[src/rtl/fpu_noncomp_pipe_if.sv]
// fpu_noncomp_pipe_if: request/response handshake bundle for the non-computational FP unit
interface fpu_noncomp_pipe_if #(
    parameter int WORD_W = 32,
    parameter int TAG_W  = 5
);
    logic              in_valid;
    logic              in_ready;
    logic [4:0]        funct5;
    logic [2:0]        rm;
    logic [WORD_W-1:0] rs1;
    logic [WORD_W-1:0] rs2;
    logic [TAG_W-1:0]  in_tag;
    logic              out_valid;
    logic              out_ready;
    logic [WORD_W-1:0] out_result;
    logic [TAG_W-1:0]  out_tag;
    logic              out_nv;
    logic              out_illegal;
    modport master (
        output in_valid, funct5, rm, rs1, rs2, in_tag, out_ready,
        input  in_ready, out_valid, out_result, out_tag, out_nv, out_illegal
    );
    modport slave (
        input  in_valid, funct5, rm, rs1, rs2, in_tag, out_ready,
        output in_ready, out_valid, out_result, out_tag, out_nv, out_illegal
    );
endinterface

[src/rtl/fpu_noncomp_pipe.sv]
// fpu_noncomp_pipe: pipelined FMIN/FMAX, FEQ/FLT/FLE, FSGNJ* and FCLASS with valid/ready backpressure
module fpu_noncomp_pipe #(
    parameter int EXP_W  = 5,
    parameter int FRAC_W = 10,
    parameter int WORD_W = 32,
    parameter int STAGES = 2,
    parameter int TAG_W  = 5
) (
    input logic               CLK,
    input logic               nRST,
    fpu_noncomp_pipe_if.slave bus
);
    localparam int FLEN = 1 + EXP_W + FRAC_W;
    localparam logic [FLEN-1:0] CANON = {1'b0, {EXP_W{1'b1}}, 1'b1, {(FRAC_W-1){1'b0}}};

    function automatic logic [9:0] f_class(input logic [FLEN-1:0] x);
        logic             s;
        logic [EXP_W-1:0] e;
        logic             emax, emin, mz, q;
        s    = x[FLEN-1];
        e    = x[FLEN-2:FRAC_W];
        emax = &e;
        emin = ~|e;
        mz   = ~|x[FRAC_W-1:0];
        q    = x[FRAC_W-1];
        f_class = {emax & q, emax & ~mz & ~q,
                   ~s & emax & mz, ~s & ~emax & ~emin, ~s & emin & ~mz, ~s & emin & mz,
                   s & emin & mz, s & emin & ~mz, s & ~emax & ~emin, s & emax & mz};
    endfunction

    logic [FLEN-1:0]   w_a, w_b, w_mm;
    logic [9:0]        w_ca, w_cb;
    logic              w_any_nan, w_any_snan, w_zz, w_lt_ord, w_lt, w_eq, w_sgn;
    logic [WORD_W-1:0] w_res;
    logic              w_nv, w_ill, w_in_ready;
    logic [STAGES-1:0] w_adv;

    logic [STAGES-1:0] r_vld;
    logic [WORD_W-1:0] r_res [STAGES];
    logic [TAG_W-1:0]  r_tag [STAGES];
    logic              r_nv  [STAGES];
    logic              r_ill [STAGES];

    assign w_a        = bus.rs1[FLEN-1:0];
    assign w_b        = bus.rs2[FLEN-1:0];
    assign w_ca       = f_class(w_a);
    assign w_cb       = f_class(w_b);
    assign w_any_nan  = |{w_ca[9:8], w_cb[9:8]};
    assign w_any_snan = w_ca[8] | w_cb[8];
    assign w_zz       = (|w_ca[4:3]) & (|w_cb[4:3]);
    // Total order on non-NaN values with -0 below +0; the zero case is removed for compares
    assign w_lt_ord   = (w_a[FLEN-1] != w_b[FLEN-1]) ? w_a[FLEN-1] :
                        w_a[FLEN-1] ? (w_b[FLEN-2:0] < w_a[FLEN-2:0]) : (w_a[FLEN-2:0] < w_b[FLEN-2:0]);
    assign w_lt       = w_lt_ord & ~w_zz;
    assign w_eq       = (w_a == w_b) | w_zz;
    assign w_mm       = (|w_ca[9:8] & |w_cb[9:8]) ? CANON :
                        (|w_ca[9:8]) ? w_b :
                        (|w_cb[9:8]) ? w_a :
                        (w_lt_ord ^ bus.rm[0]) ? w_a : w_b;
    assign w_sgn      = (bus.rm == 3'b000) ? w_b[FLEN-1] :
                        (bus.rm == 3'b001) ? ~w_b[FLEN-1] : w_a[FLEN-1] ^ w_b[FLEN-1];

    // Decode funct5/rm into result and flags for the request on the bus
    always_comb begin
        w_res = '0;
        w_nv  = 1'b0;
        w_ill = 1'b0;
        case (bus.funct5)
            5'b00101: begin
                w_ill = bus.rm > 3'b001;
                w_res = w_ill ? '0 : WORD_W'($signed(w_mm));
                w_nv  = ~w_ill & w_any_snan;
            end
            5'b10100: begin
                w_ill = bus.rm > 3'b010;
                w_res = w_ill ? '0 :
                        (bus.rm == 3'b010) ? WORD_W'(w_eq & ~w_any_nan) :
                        (bus.rm == 3'b001) ? WORD_W'(w_lt & ~w_any_nan) : WORD_W'((w_lt | w_eq) & ~w_any_nan);
                w_nv  = w_ill ? 1'b0 : (bus.rm == 3'b010) ? w_any_snan : w_any_nan;
            end
            5'b00100: begin
                w_ill = bus.rm > 3'b010;
                w_res = w_ill ? '0 : WORD_W'($signed({w_sgn, w_a[FLEN-2:0]}));
            end
            5'b11100: begin
                w_ill = bus.rm != 3'b001;
                w_res = w_ill ? '0 : WORD_W'(w_ca);
            end
            default: w_ill = 1'b1;
        endcase
    end

    // Ripple the advance condition back from the output: a stage moves when everything after it can
    always_comb begin
        logic w_chain;
        w_chain = bus.out_ready;
        w_adv   = '0;
        for (int k = STAGES - 1; k >= 0; k--) begin
            w_adv[k] = w_chain;
            w_chain  = ~r_vld[k] | w_chain;
        end
        w_in_ready = w_chain;
    end

    // Stage 1 captures the evaluated request; later stages are plain delay registers
    always_ff @(posedge CLK) begin
        if (!nRST) begin
            r_vld <= '0;
            for (int k = 0; k < STAGES; k++) begin
                r_res[k] <= '0;
                r_tag[k] <= '0;
                r_nv[k]  <= 1'b0;
                r_ill[k] <= 1'b0;
            end
        end else begin
            if (w_in_ready) begin
                r_vld[0] <= bus.in_valid;
                if (bus.in_valid) begin
                    r_res[0] <= w_res;
                    r_tag[0] <= bus.in_tag;
                    r_nv[0]  <= w_nv;
                    r_ill[0] <= w_ill;
                end
            end
            for (int k = 1; k < STAGES; k++) begin
                if (!r_vld[k] || w_adv[k]) begin
                    r_vld[k] <= r_vld[k-1];
                    if (r_vld[k-1]) begin
                        r_res[k] <= r_res[k-1];
                        r_tag[k] <= r_tag[k-1];
                        r_nv[k]  <= r_nv[k-1];
                        r_ill[k] <= r_ill[k-1];
                    end
                end
            end
        end
    end

    assign bus.in_ready    = w_in_ready;
    assign bus.out_valid   = r_vld[STAGES-1];
    assign bus.out_result  = r_res[STAGES-1];
    assign bus.out_tag     = r_tag[STAGES-1];
    assign bus.out_nv      = r_nv[STAGES-1];
    assign bus.out_illegal = r_ill[STAGES-1];
endmodule

[src/flat_wrapper.sv]
// flat-port wrapper written by rule: the top's interface ports become plain ports
module fpu_noncomp_pipe_flat 
#(
    parameter int EXP_W  = 5,
    parameter int FRAC_W = 10,
    parameter int WORD_W = 32,
    parameter int STAGES = 2,
    parameter int TAG_W  = 5
)
  (CLK, nRST, bus_in_valid, bus_funct5, bus_rm, bus_rs1, bus_rs2, bus_in_tag, bus_out_ready, bus_in_ready, bus_out_valid, bus_out_result, bus_out_tag, bus_out_nv, bus_out_illegal);
  fpu_noncomp_pipe_if #(.WORD_W(WORD_W), .TAG_W(TAG_W)) bus_i ();
  input logic CLK;
  input logic nRST;
  input wire logic [$bits(bus_i.in_valid)-1:0] bus_in_valid;
  input wire logic [$bits(bus_i.funct5)-1:0] bus_funct5;
  input wire logic [$bits(bus_i.rm)-1:0] bus_rm;
  input wire logic [$bits(bus_i.rs1)-1:0] bus_rs1;
  input wire logic [$bits(bus_i.rs2)-1:0] bus_rs2;
  input wire logic [$bits(bus_i.in_tag)-1:0] bus_in_tag;
  input wire logic [$bits(bus_i.out_ready)-1:0] bus_out_ready;
  output wire logic [$bits(bus_i.in_ready)-1:0] bus_in_ready;
  output wire logic [$bits(bus_i.out_valid)-1:0] bus_out_valid;
  output wire logic [$bits(bus_i.out_result)-1:0] bus_out_result;
  output wire logic [$bits(bus_i.out_tag)-1:0] bus_out_tag;
  output wire logic [$bits(bus_i.out_nv)-1:0] bus_out_nv;
  output wire logic [$bits(bus_i.out_illegal)-1:0] bus_out_illegal;
  assign bus_i.in_valid = bus_in_valid;
  assign bus_i.funct5 = bus_funct5;
  assign bus_i.rm = bus_rm;
  assign bus_i.rs1 = bus_rs1;
  assign bus_i.rs2 = bus_rs2;
  assign bus_i.in_tag = bus_in_tag;
  assign bus_i.out_ready = bus_out_ready;
  assign bus_in_ready = bus_i.in_ready;
  assign bus_out_valid = bus_i.out_valid;
  assign bus_out_result = bus_i.out_result;
  assign bus_out_tag = bus_i.out_tag;
  assign bus_out_nv = bus_i.out_nv;
  assign bus_out_illegal = bus_i.out_illegal;
  fpu_noncomp_pipe #(.EXP_W(EXP_W), .FRAC_W(FRAC_W), .WORD_W(WORD_W), .STAGES(STAGES), .TAG_W(TAG_W)) u_core (.CLK(CLK), .nRST(nRST), .bus(bus_i));
endmodule
[config.mk]
export PLATFORM = sky130hd
export DESIGN_NAME = fpu_noncomp_pipe_flat
export DESIGN_NICKNAME = d
export VERILOG_FILES = /design/src/rtl/fpu_noncomp_pipe_if.sv /design/src/rtl/fpu_noncomp_pipe.sv /design/src/flat_wrapper.sv
export SDC_FILE = /design/constraint.sdc
export NUM_CORES = 1
export LEC_CHECK = 0
export CAP_MARGIN = 20
export CORE_AREA = 8 8 96 115
export DETAILED_ROUTE_END_ITERATION = 8
export DIE_AREA = 0 0 104 123
export GPL_TIMING_DRIVEN = 0
export PLACE_DENSITY = 0.66
export SKIP_LAST_GASP = 1
export SLEW_MARGIN = 20
export SYNTH_ARGS = -nofsm -noshare
export SYNTH_HDL_FRONTEND = slang
export SYNTH_SLANG_ARGS = --single-unit
export TNS_END_PERCENT = 100
[constraint.sdc]
create_clock -name CLK -period 4 [get_ports CLK]
set_input_delay 1 -clock CLK [delete_from_list [all_inputs] [get_ports CLK]]
set_output_delay 1 -clock CLK [all_outputs]
set_load 0.01 [all_outputs]
# After elaboration in Yosys (flattened, before gate mapping)
# Memory sizes are Yosys's and may differ from the RTL's.
# Cells that the tools add are included.
# word_totals
register_bits,2
latchBits,0
ram_bits,78
mem_bits_ro,0
in_bits,81
output_inout_bits,41
n_memories,4
# mem_list
memory,words,width,rd,rd_ports_with_merged_regs,wr,line_no,source
u_core.r_res,2,32,2,0,2,fpu_noncomp_pipe.sv:39,logic [WORD_W-1:0] r_res [STAGES];
u_core.r_tag,2,5,2,0,2,fpu_noncomp_pipe.sv:40,logic [TAG_W-1:0] r_tag [STAGES];
u_core.r_ill,2,1,2,0,2,fpu_noncomp_pipe.sv:42,logic r_ill [STAGES];
u_core.r_nv,2,1,2,0,2,fpu_noncomp_pipe.sv:41,logic r_nv [STAGES];
# classes
add_sub_neg,0
mul,0
div,0
n_lt_le_gt_ge,4
n_eq_ne,9
shift,0
mux,36
bitwise_logic,56
reduce_logical,19
# ops
op,count
$mux W32,7
$pmux W32 S4,1
$and A1 B32 Y32,2
$mux W16,4
$and A32 B32 Y32,1
$not A1 Y32,1
$lt A15 B15 Y1,2
$and A1 B1 Y1,28
$reduce_or A10 Y1,2
$mux W1,19
$eq A16 B16 Y1,1
$or A1 B1 Y1,13
$eq A5 B3 Y1 const B,2
$eq A5 B5 Y1 const B,2
$mux W10,1
$mux W5,2
$reduce_and A5 Y1,2
$reduce_or A2 Y1,5
$reduce_or A5 Y1,2
$not A1 Y1,9
$logic_not A1 Y1,5
$reduce_or A4 Y1,1
$eq A3 B1 Y1 const B,1
$eq A3 B2 Y1 const B,1
9 further kinds,10

# Longest topological paths before layout
# Gate-level depths: netlist (run 1).
# depth
word_depth,15
mapped_depth,11

# Worst setup path after synthesis (run 1)
# OpenSTA, ideal clock, no wires.
# synth_path
path_kind,input to register
start,input port bus_rs1[2]
end,"memory u_core.r_res[0][6], data pin"
arrival_time_ns,2.936
t_required_ns,3.739
slack_ns,0.804
cell_stages,10
n_path_buf,0
path_cell_list,inv_1 -> ha_1 -> a21oi_1 -> a21oi_1 -> o31ai_2 -> a21boi_2 -> or3_4 -> a21oi_1 -> nor3_2 -> a221o_1
# synth_rtl
item,line_no,source
start: declaration,flat_wrapper.sv:17,input wire logic [$bits(bus_i.rs1)-1:0] bus_rs1;
end: declaration,fpu_noncomp_pipe.sv:39,

==> results of run 1 <==
-- metal layers --
metal	share of wire, %	global-route usage, %
met1	43	15.4
met2	52	23.9
met3	4.7	2.45
met4	1.2	4.53
met5	0	0
-- cell families (layout without fill, tap and decap cells) --
logic type	count (synthesis)	after routing	synth area share (%)
flip-flops	48	48	44.5
buffers and inverters	61	159	11.7
adder cells (fa/ha/maj)	15	15	5.87
AND/OR/NAND/NOR	114	114	20.9
multiplexers	3	3	0.979
XOR/XNOR	1	1	0.274
AO/OA/AOI/OAI	65	65	15.7
-- worst max path at each step --
stage / slack, ns / end
3_3_place_gp: -0.16 / u_core.r_tag[0][5]
3_5_place_dp: -0.10 / u_core.r_res[0][3]
2_1_floorplan: 0.80 / u_core.r_res[0][6]
5_1_grt: 0.02 / u_core.r_res[0][0]
4_1_cts: 0.19 / u_core.r_res[0][6]
6_report: 0.11 / u_core.r_res[0][6]
-- per-stage QoR --
stage	power [mW]	utilization, %
4_1_cts	1.34	47.7
3_5_place_dp	0.884	45.9
2_1_floorplan	0.736	-
6_report	1.34	47.8
5_1_grt	1.40	47.8
3_3_place_gp	0.878	45.7
-- critical path, cell delays in order --
cell,delay (ns)
clkdlybuf4s50_1,0.58
inv_1,0.07
ha_1,0.31
a21oi_1,0.13
a21oi_1,0.09
o31ai_2,0.42
a21boi_2,0.18
or3_4,0.41
a21oi_1,0.19
nor3_2,0.13
a221o_1,0.40
-- power by group through the flow --
stage | combinational (mW) | clock [mW] | sequential [mW]
CTS | 0.282 | 0.470 | 0.593
detailed placement | 0.281 | 0 | 0.604
finish | 0.280 | 0.463 | 0.592
floorplan | 0.133 | 0 | 0.603
global placement | 0.274 | 0 | 0.604
global route | 0.308 | 0.493 | 0.595
-- final cells by class --
class	instances	share of cell area, %
inverter	18	1.52
multi-input combinational	198	31.9
buffer	43	6.94
clock buffer	5	2.82
clock inverter	3	0.960
timing repair buffer	90	20.3
sequential	48	32.1
tap	123	3.47
-- Yosys cell counts (all sizes together), types with 2 or more instances --
cell    number
and3         2
a211oi       2
a21oi       15
o21ai       11
nand2b       3
nor4         5
nor2b        3
nand2       13
a22o         5
nand4        5
o21a         2
edfxtp      46
dfxtp        2
nand3        7
mux2i        2
inv         17
clkbuf       5
or4          3
a32oi        4
a221o       10
a31oi        2
o31ai        2
ha          15
nand4b       2
and2        28
a21boi       2
nor4b        2
a22oi        3
buf         38
nor3         6
nor2        28
or3          3
-- flip-flops by register name, summed over array words and instances, names as in the netlist --
register      flops
u_core.r_res     32
u_core.r_tag     10
u_core.r_ill      2
u_core.r_nv       2
u_core.r_vld      2
==> results.sh, run 1 <==
export IMPL_status="complete, no violations"
export IMPL_yosysWarnings=0
export IMPL_rsz0062_at_grt="false"
export IMPL_final_cell_count_no_fill=528
export IMPL_synthesis_nets=403
export IMPL_crit_path_end_kind="flop"
export IMPL_setup_tns_ns=0
export IMPL_clock_latency_ns=0.28
export IMPL_design_area_sq_um=4430
export IMPL_area_delta_synth_final_pct=38.7
export IMPL_grt_pass1_wl_microns=14000
export IMPL_setup_ws_ns=0.109
export IMPL_cts_made_buffers=5
export IMPL_initial_core_util_pct=34.5
export IMPL_fill_cells=872
export IMPL_irDropWorstVdd_uv=161
export IMPL_register_area_sq_um=1420
export IMPL_post_route_min_period_ns=3.89
export IMPL_die_w_microns=104
export IMPL_grt_pass1_vias=2671
export IMPL_antenna_found_initial=0
export IMPL_crit_fanout=10
export IMPL_power_switching_mw=0.304
export IMPL_core_sq_um=9270
export IMPL_gp_congestion=0.882
export IMPL_synthFlopType="edfxtp_1"
export IMPL_cp_arrival_ns=3.91
export IMPL_cp_data_required_time_ns=4.02
export IMPL_holdBufCountCts=0
export IMPL_dpl_hpwl_microns=6750
export IMPL_io_buffers=89
export IMPL_dieArea_sq_um=12800
export IMPL_async_flop_share_pct=0
export IMPL_grt_overflow=0
export IMPL_drv_cap=0
export IMPL_syn_instance_count=307
export IMPL_worstHoldPathCells=1
export IMPL_hold_viol=0
export IMPL_wire_per_inst_microns=15.6
export IMPL_crit_type="input port to flop"
export IMPL_clockBufferDepth=2
export IMPL_syn_cell_area_sq_um=3200
export IMPL_synth_cell_types=56
export IMPL_post_cts_buffers=0
export IMPL_h_tree_depth=2
export IMPL_report_final_slew_viol_count=0
export IMPL_timing_hold_ws_ns=0.516
export IMPL_firstDrtPassIters=4
export IMPL_worst_clock_skew_ns=0.00514
export IMPL_io_pins=122
export IMPL_p_int_mw=1.03
export IMPL_place_inst=520
export IMPL_routed_wl_microns=8230
export IMPL_leakagePower_nw=1.71
export IMPL_synth_edf_count=46
export IMPL_vias=2557
export IMPL_start_kind="input port"
export IMPL_powerDensity_nw_per_um2=301
export IMPL_dr_first_iter_drc_count=144
export IMPL_synth_seq_cells=48
export IMPL_final_antenna_net_count=0
export IMPL_clockPowerShare_pct=34.6
export IMPL_slew_limit_headroom_pct=36.1
export IMPL_synth_largest_area_cell="edfxtp_1"
export IMPL_finalNetCount=500
export IMPL_yosysSeqAreaShare_pct=44.5
export IMPL_fin_crit_sh_pct=97.3
export IMPL_crit_path_start="bus_rs1[2]"
export IMPL_cts_root_buf="clkbuf_16"
export IMPL_crit_reg2reg_capture="u_core.r_res[0][6]"
export IMPL_placed_area_sq_um=4260
export IMPL_grt_max_degree=24
export IMPL_synth_area_leaders="edfxtp_1, buf_4, ha_1, and2_1, a221o_1"
export IMPL_viasPerCell=4.84
export IMPL_yosys_area_top_type_share_pct=43.2
export IMPL_numClockSinks=48
export IMPL_r2r_start="u_core.r_vld[1]"
export IMPL_syn_avg_cell_area_sq_um=10.4
export IMPL_min_from="u_core.r_res[0][6]"
export IMPL_grt_usage_pct=13.2
export IMPL_worstMarginPinSlew_ns=0.956
export IMPL_p_seq_share_pct=44.4
export IMPL_p_comb_share_pct=21.0
export IMPL_post_place_ws_ns=-0.103
export IMPL_layout_drive_gt1_share_pct=15.8
export IMPL_multi_input_area_sq_um=1410
export IMPL_hp_class="flop to flop"
export IMPL_r2r_cells=5
export IMPL_swShare_pct=22.8
export IMPL_finalSetupViolCount=0
export IMPL_cts_resized=0
export IMPL_diodes=0
export IMPL_r2r_slack_ns=1.74
export IMPL_drc=0
export IMPL_final_common_cell="clkdlybuf4s50_1"
export IMPL_die_h_microns=123
export IMPL_rows=39
export IMPL_min_to="u_core.r_res[0][38]"
export IMPL_fmax_ghz=0.257
export IMPL_cts_tree="built"
export IMPL_final_cell_mix="clkdlybuf4s50_1, edfxtp_1, buf_4"
export IMPL_clk_pin_slew_ns=0.07
Power figures use the tool's default switching activity.
==> run 2, diff against run 1 <==
--- a/config.mk
+++ b/config.mk
@@ -5,12 +5,12 @@
 export SDC_FILE = /design/constraint.sdc
 export NUM_CORES = 1
 export LEC_CHECK = 0
-export CAP_MARGIN = 20
-export CORE_AREA = 8 8 96 115
+export CAP_MARGIN = 40
+export CORE_AREA = 8 8 86 104
 export DETAILED_ROUTE_END_ITERATION = 8
-export DIE_AREA = 0 0 104 123
+export DIE_AREA = 0 0 94 112
 export GPL_TIMING_DRIVEN = 0
-export PLACE_DENSITY = 0.66
+export PLACE_DENSITY = 0.8
 export SKIP_LAST_GASP = 1
 export SLEW_MARGIN = 20
 export SYNTH_ARGS = -nofsm -noshare
==> run 2 against run 1 <==
Against the previous run:
- clock skew is essentially flat
- via count up 2.7%
- critical path depth grew 1
- die area decreased by 18%
- largest cell class unchanged
- largest power group unchanged
==> results.sh, run 2 (synthesis results as in run 1) <==
export IMPL_status="complete, no violations"
export IMPL_swShare_pct=23.6
export IMPL_h_tree_depth=2
export IMPL_fmax_ghz=0.263
export IMPL_cts_made_buffers=5
export IMPL_gp_congestion=0.882
export IMPL_post_cts_buffers=0
export IMPL_layout_drive_gt1_share_pct=15.5
export IMPL_rows=35
export IMPL_grt_pass1_wl_microns=11900
export IMPL_p_seq_share_pct=49.0
export IMPL_hp_class="flop to flop"
export IMPL_path_cells="clkdlybuf4s50_1 > inv_1 > ha_1 > nand2_1 > nor4_4 > o31ai_2 > o2bb2ai_1 > o21ai_1 > a31oi_1 > and2b_1 > buf_6 > a221o_1"
export IMPL_routed_wl_microns=7410
export IMPL_start_kind="input port"
export IMPL_dieArea_sq_um=10500
export IMPL_core_sq_um=7360
export IMPL_initial_core_util_pct=43.4
export IMPL_leakagePower_nw=1.70
export IMPL_r2r_start="u_core.r_vld[1]"
export IMPL_final_antenna_net_count=0
export IMPL_rsz0062_at_grt="false"
export IMPL_grt_overflow=0
export IMPL_firstDrtPassIters=5
export IMPL_viasPerCell=5.27
export IMPL_crit_path_start="bus_rs1[9]"
export IMPL_final_common_cell="clkdlybuf4s50_1"
export IMPL_powerDensity_nw_per_um2=277
export IMPL_holdBufCountCts=0
export IMPL_post_route_min_period_ns=3.80
export IMPL_post_place_ws_ns=-0.0594
export IMPL_p_int_mw=0.924
export IMPL_worst_clock_skew_ns=0.00496
export IMPL_final_cell_mix="clkdlybuf4s50_1, edfxtp_1, buf_4"
export IMPL_crit_type="input port to flop"
export IMPL_largestRegisters="u_core.r_res: 32 flops, u_core.r_tag: 10 flops"
export IMPL_grt_max_degree=19
export IMPL_numClockSinks=48
export IMPL_place_inst=490
export IMPL_r2r_cells=5
export IMPL_slew_limit_headroom_pct=57.6
export IMPL_largest_reg_flops=32
export IMPL_cts_tree="built"
export IMPL_wire_per_inst_microns=14.9
export IMPL_grt_pass1_vias=2535
export IMPL_crit_fanout=8
export IMPL_regMostFlops="u_core.r_res"
export IMPL_cts_resized=0
export IMPL_clock_latency_ns=0.29
export IMPL_grt_usage_pct=13.9
export IMPL_final_cell_count_no_fill=498
export IMPL_cp_data_required_time_ns=4.05
export IMPL_dpl_hpwl_microns=6070
export IMPL_p_comb_share_pct=23.1
export IMPL_io_pins=122
export IMPL_slowest_stage="clkdlybuf4s50_1"
export IMPL_dr_first_iter_drc_count=148
export IMPL_finalNetCount=501
export IMPL_crit_path_end="u_core.r_res[0][0]"
export IMPL_vias=2625
export IMPL_power_switching_mw=0.285
export IMPL_drc=0
export IMPL_worstMarginPinSlew_ns=0.636
export IMPL_clockPowerShare_pct=27.9
export IMPL_hold_viol=0
export IMPL_finalSetupViolCount=0
export IMPL_diodes=0
export IMPL_crit_reg2reg_capture="u_core.r_res[0][6]"
export IMPL_crit_path_max_incr_delay_ns=0.60
export IMPL_die_w_microns=94
export IMPL_area_delta_synth_final_pct=36.3
export IMPL_die_h_microns=112
export IMPL_report_final_slew_viol_count=0
export IMPL_setup_tns_ns=0
export IMPL_irDropWorstVdd_uv=242
export IMPL_antenna_found_initial=0
export IMPL_setup_ws_ns=0.203
export IMPL_clk_pin_slew_ns=0.09
export IMPL_crit_path_end_kind="flop"
export IMPL_fin_crit_sh_pct=94.9
export IMPL_io_buffers=89
export IMPL_cp_arrival_ns=3.84
export IMPL_clockBufferDepth=2
export IMPL_cts_root_buf="clkbuf_8"
export IMPL_drv_cap=0
export IMPL_r2r_slack_ns=1.76
==> run 2: cell count changes in the layout (fill, tap and decap cells not counted), sizes merged <==
cell,before,now
buf,39,40
==> run 2: final cells by class <==
class	instances	area (sq um)
inverter	18	67.6
timing repair buffer	91	930
tap	92	115
clock buffer	5	68.8
buffer	43	308
clock inverter	3	42.5
multi-input combinational	198	1400
sequential	48	1420
fill	644	3000
==> run 2: per-layer routing <==
layer | part of all wire, % | up-vias | routed length [microns] | global-route usage, %
li1 | - | 1301 | - | -
met1 | 38 | 1204 | 2840 | 15.5
met2 | 51 | 107 | 3800 | 24.5
met3 | 8.0 | 13 | 592 | 2.69
met4 | 2.4 | 0 | 176 | 5.83
met5 | 0 | - | 0 | 0
==> run 2: worst min-delay path by stage <==
stage                              from                  end  cells past startpoint
CTS                  u_core.r_res[0][3]  u_core.r_res[0][35]                      1
global placement     u_core.r_tag[0][0]   u_core.r_tag[0][5]                      1
finish               u_core.r_res[0][3]  u_core.r_res[0][35]                      1
floorplan            u_core.r_ill[0][0]   u_core.r_ill[0][1]                      1
global route        u_core.r_res[0][30]  u_core.r_res[0][62]                      1
detailed placement   u_core.r_res[0][3]  u_core.r_res[0][35]                      1
==> run 2: critical path, delay by kind of cell <==
family | cells | cell delay [ns]
fa+ha+maj | 1 | 0.29
simple gates | 3 | 0.58
buf+inv | 3 | 0.84
compound gates | 5 | 1.14
==> run 2: power by group through the flow <==
stage | Combinational, mW | Sequential (mW) | Clock (mW)
floorplan | 0.133 | 0.603 | 0
global placement | 0.269 | 0.604 | 0
detailed placement | 0.281 | 0.604 | 0
CTS | 0.281 | 0.592 | 0.342
global route | 0.303 | 0.595 | 0.366
finish | 0.279 | 0.592 | 0.338
==> run 2: stage by stage <==
| step | instance area, sq um | hold WS [ns] | utilization (%) | total power, mW |
|---|---|---|---|---|
| floorplan | 3200 | 0.497 | - | 0.736 |
| global placement | 4200 | 0.501 | 57.1 | 0.872 |
| detailed placement | 4240 | 0.503 | 57.7 | 0.885 |
| CTS | 4360 | 0.524 | 59.2 | 1.22 |
| global route | 4360 | 0.539 | 59.2 | 1.26 |
| finish | 4360 | 0.524 | 59.2 | 1.21 |
